[src/rtl/shift_tx.sv]
// Serial transmitter: frames a WIDTH-bit word as start(0), data MSB first, stop(1),
// holding each bit for DIV clock cycles; ready/load handshake, one-cycle done pulse.
module shift_tx #(
  parameter int unsigned WIDTH = 8,
  parameter int unsigned DIV   = 4
) (
  input  logic             clk,
  input  logic             r,
  input  logic [WIDTH-1:0] d,
  input  logic             load,
  output logic             ready,
  output logic             q,
  output logic             busy,
  output logic             done
);

  localparam int unsigned CW = (DIV > 1) ? $clog2(DIV) : 1;
  localparam int unsigned BW = (WIDTH > 1) ? $clog2(WIDTH) : 1;
  localparam logic [CW-1:0] DIV_LAST = CW'(DIV - 1);
  localparam logic [BW-1:0] BIT_TOP  = BW'(WIDTH - 1);

  typedef enum logic [1:0] {
    IDLE,
    START,
    DATA,
    STOP
  } state_t;

  state_t           state_q, state_d;
  logic [CW-1:0]    div_q, div_d;
  logic [BW-1:0]    bit_q, bit_d;
  logic [WIDTH-1:0] shift_q, shift_d;
  logic             done_q, done_d;
  logic             tick;

  // tick marks the last cycle of the current bit period
  assign tick = (div_q == DIV_LAST);

  always_ff @(posedge clk or negedge r) begin
    if (!r) begin
      state_q <= IDLE;
      div_q   <= '0;
      bit_q   <= '0;
      shift_q <= '0;
      done_q  <= 1'b0;
    end else begin
      state_q <= state_d;
      div_q   <= div_d;
      bit_q   <= bit_d;
      shift_q <= shift_d;
      done_q  <= done_d;
    end
  end

  always_comb begin
    state_d = state_q;
    div_d   = div_q;
    bit_d   = bit_q;
    shift_d = shift_q;
    done_d  = 1'b0;
    unique case (state_q)
      IDLE: begin
        div_d = '0;
        if (load) begin
          state_d = START;
          shift_d = d;
          bit_d   = BIT_TOP;
        end
      end
      START: begin
        if (tick) begin
          state_d = DATA;
          div_d   = '0;
        end else begin
          div_d = div_q + CW'(1);
        end
      end
      DATA: begin
        if (tick) begin
          div_d   = '0;
          shift_d = shift_q << 1;
          if (bit_q == '0) begin
            state_d = STOP;
          end else begin
            bit_d = bit_q - BW'(1);
          end
        end else begin
          div_d = div_q + CW'(1);
        end
      end
      STOP: begin
        if (tick) begin
          state_d = IDLE;
          div_d   = '0;
          done_d  = 1'b1;
        end else begin
          div_d = div_q + CW'(1);
        end
      end
      default: state_d = IDLE;
    endcase
  end

  always_comb begin
    q = 1'b1;
    unique case (state_q)
      START:   q = 1'b0;
      DATA:    q = shift_q[WIDTH-1];
      default: q = 1'b1;
    endcase
  end

  assign ready = (state_q == IDLE);
  assign busy  = (state_q != IDLE);
  assign done  = done_q;

endmodule

[config.mk]
export PLATFORM = sky130hd
export DESIGN_NAME = shift_tx
export DESIGN_NICKNAME = d
export VERILOG_FILES = /design/src/rtl/shift_tx.sv
export SDC_FILE = /design/constraint.sdc
export NUM_CORES = 1
export LEC_CHECK = 0
export BUFFER_PORTS_ARGS = -buffer_cell sky130_fd_sc_hd__buf_2
export CAP_MARGIN = 20
export CORE_MARGIN = 2
export CORE_UTILIZATION = 40
export CTS_CLUSTER_DIAMETER = 100
export DETAILED_ROUTE_END_ITERATION = 10
export PLACE_DENSITY = 0.64
export SLEW_MARGIN = 20
export SYNTH_ARGS = -nofsm -noshare
export SYNTH_HDL_FRONTEND = slang
export SYNTH_SLANG_ARGS = --single-unit
[constraint.sdc]
create_clock -name clk -period 2.1 [get_ports clk]
set_clock_uncertainty 0.2 [all_clocks]
set_input_delay 0.21 -clock clk [delete_from_list [all_inputs] [get_ports clk]]
set_output_delay 0.21 -clock clk [all_outputs]
set_load 0.01 [all_outputs]
==> out/metrics.cfg <==
[power_and_ir_drop]
comb_power_share_pct = 57.5
cellPowerDensity_nw_per_um2 = 1500
p_total_uw = 1760
p_leak_uw = 0.000549
clockPowerShare_pct = 11.4
sw_frac_of_total_pct = 38.5
power_frac_seq_pct = 31.1
p_int_uw = 1080
ir_worst_vdd_v = 0.000788
power.switching_uw = 676

[timing]
period_needed_ns = 2.10
maxSlewHeadroom_pct = 71.8
finalHoldViolCount = 0
slew_violations = 0
finalSetupViolations = 1
tns_ns = -0.00291
worst-slew-pin-transition_ns = 0.421
fin_ws_ns = -0.00291
rsz0062_at_grt = yes
finalCritPeriodShare_pct = 100
fmax_mhz = 476

[detailed_routing]
first_iter_violations = 19
viasPerCell = 4.90
routed.top_layer = met4
vias = 676
met1_length_um = 792
dr.pass1.iters = 4
met2_length_um = 753
drt_wl_total_um = 1640
drc = 0
wl_per_cell_um = 11.9
route.met3.wl_um = 83
detail-route-antenna-nets = 0

[synth]
synth_largest_area_cell = dfrtp_1
ys_warn_count = 0
ys_seq_area_share_pct = 44.9
synthTopCellsByArea = dfrtp_1 (45%), ha_1 (13%), mux2i_1 (9.0%)
syn_nets = 103
synth-seq-cells = 16
yosysUniqueCellTypes = 26
syn_area_sq_um = 892
syn_avg_cell_area_sq_um = 10.7
syn_inst = 83
synth_top_area_share_pct = 44.9

[die]
die-area_sq_um = 2620
start_util_pct = 41.1
coreArea_sq_um = 2170
rows = 17
die_h_um = 51.2
io-pin-count = 15
dieWidth_um = 51.2

[status]
status = complete, but fails checks
violations = setup timing

[layout]
n_antenna_cell = 0
final_cells = 138
final_nets = 131
drive_gt1_share_pct = 38.2
syn2layout_area_growth_pct = 31.7
mostFrequentLayoutCells = dfrtp_1 (14), buf_2 (14), buf_4 (9)
finalInstanceArea_sq_um = 1170

[global_routing]
grt_max_degree = 17
grtUsageTotal_pct = 14.3
grt_pass1_wl_um = 2790
grt_overflow = 0
antenna_found_initial = 0
first_global_vias = 689

[cts]
clock_path_buffers = 2
clkSlewWorstSetupHoldPaths_ns = 0.09
cts-root-buf = clkbuf_4
cts.sinks = 16
cts_tree = built
htreeDepth = 1
clock_latency_ns = 0.28
cts_buffers = 3

[setup_path]
worstPathMaxFanout = 4
ff2ff_path_depth = 7
arrival_ns = 2.08
r2r_end = state_q[1]$_DFFE_PN0P_
end_kind = flop
startpoint_type = flop
r2r_start = state_q[0]$_DFFE_PN0P_
reg2reg_slack_ns = -0.003
crit_type = reg -> reg
critPathRequiredTime_ns = 2.08

[placed_design]
dp.cells = 127
port_buffers = 14
preCtsSetupSlack_ns = -0.0404
placed_area_sq_um = 1030
gp_congestion = 0.768
dp_hpwl_um = 1200

[run]
maxCapViolations = 0

[min_path]
hp-class = in -> reg
hp-start = d[4]
min_to = shift_q[4]$_DFFE_PN0P_
hold_depth = 3

flip-flops by register name, indices dropped and copies added, names as in the netlist:
signal	count
done	1
shift_q	8
state_q	2
bit_q	3
div_q	2
cells in the mapped netlist, drive strengths merged:
master,n
mux2,1
a21oi,8
a2bb2oi,2
inv,7
and2,1
dfrtp,16
mux2i,8
nor2,8
o21a,1
nand4,1
nand2b,2
nor3,2
nand2,2
a211oi,1
buf,3
o32a,1
ha,9
nor2b,5
and4,1
nand3b,1
or4,1
o21ai,2
critical path, cell delays in order (launching register included):
cell and delay, ns:
dfrtp_2 0.44, inv_2 0.07, buf_6 0.12, ha_4 0.15
nor2b_4 0.12, or4_4 0.43, a21oi_4 0.15, mux2_4 0.31
cell type report:
cell class,count,area (sq um)
fillers,200,995
multi-input cells,57,503
flip-flops and latches,16,403
repair buffers,26,169
clock buffers,4,36.3
well taps,28,35.0
inverters,7,28.8
how the worst max path moves through the flow:
stage	from	cells after the start	slack, ns	to
CTS	state_q[0]$_DFFE_PN0P_	6	-0.02	state_q[1]$_DFFE_PN0P_
detailed placement	state_q[1]$_DFFE_PN0P_	6	-0.04	state_q[1]$_DFFE_PN0P_
global placement	state_q[1]$_DFFE_PN0P_	6	0.02	state_q[1]$_DFFE_PN0P_
finish	state_q[0]$_DFFE_PN0P_	7	-0.003	state_q[1]$_DFFE_PN0P_
floorplan	state_q[1]$_DFFE_PN0P_	6	0.004	state_q[1]$_DFFE_PN0P_
global route	state_q[1]$_DFFE_PN0P_	6	-0.04	state_q[1]$_DFFE_PN0P_
power groups by stage:
stage | clock (uW) | combinational, uW | sequential, uW
after CTS | 211 | 981 | 538
after global routing | 220 | 1140 | 561
after detailed placement | 0 | 863 | 530
final | 200 | 1010 | 546
after global placement | 0 | 832 | 522
after floorplan | 0 | 666 | 515
kinds of logic (layout without fill, tap and decap cells):
kind of cell	Yosys count	in the layout	share of synthesized area, %
multiplexers	9	9	10.2
buffers and inverters	10	37	5.33
adder cells (fa/ha/maj)	9	9	12.6
flip-flops	16	16	44.9
AO/OA/AOI/OAI	15	15	10.8
AND/OR/NAND/NOR	24	24	16.1
what timing repair did:
action / in CTS / in global routing
endpoints found under the setup margin: 1 / 1
gates resized for setup: 9 / 4
endpoints found under the hold margin: 17 / 0
pin swaps: 1 / 1
setup buffers: 3 / 2
hold buffers: 2 / 0
through the flow:
stage	util [%]	hold slack (ns)
2_1_floorplan	-	-0.286
3_3_place_gp	47.4	-0.0599
3_5_place_dp	47.4	-0.0536
4_1_cts	52.9	0.0267
5_1_grt	54.2	0.0329
6_report	54.2	0.0281
metal layers:
metal | GRT usage (%) | vias to the layer above
li1 | - | 341
met1 | 16.5 | 316
met2 | 25.1 | 17
met3 | 2.05 | 2
met4 | 7.89 | 0
met5 | 0 | -
(Power assumes the default switching activity.)
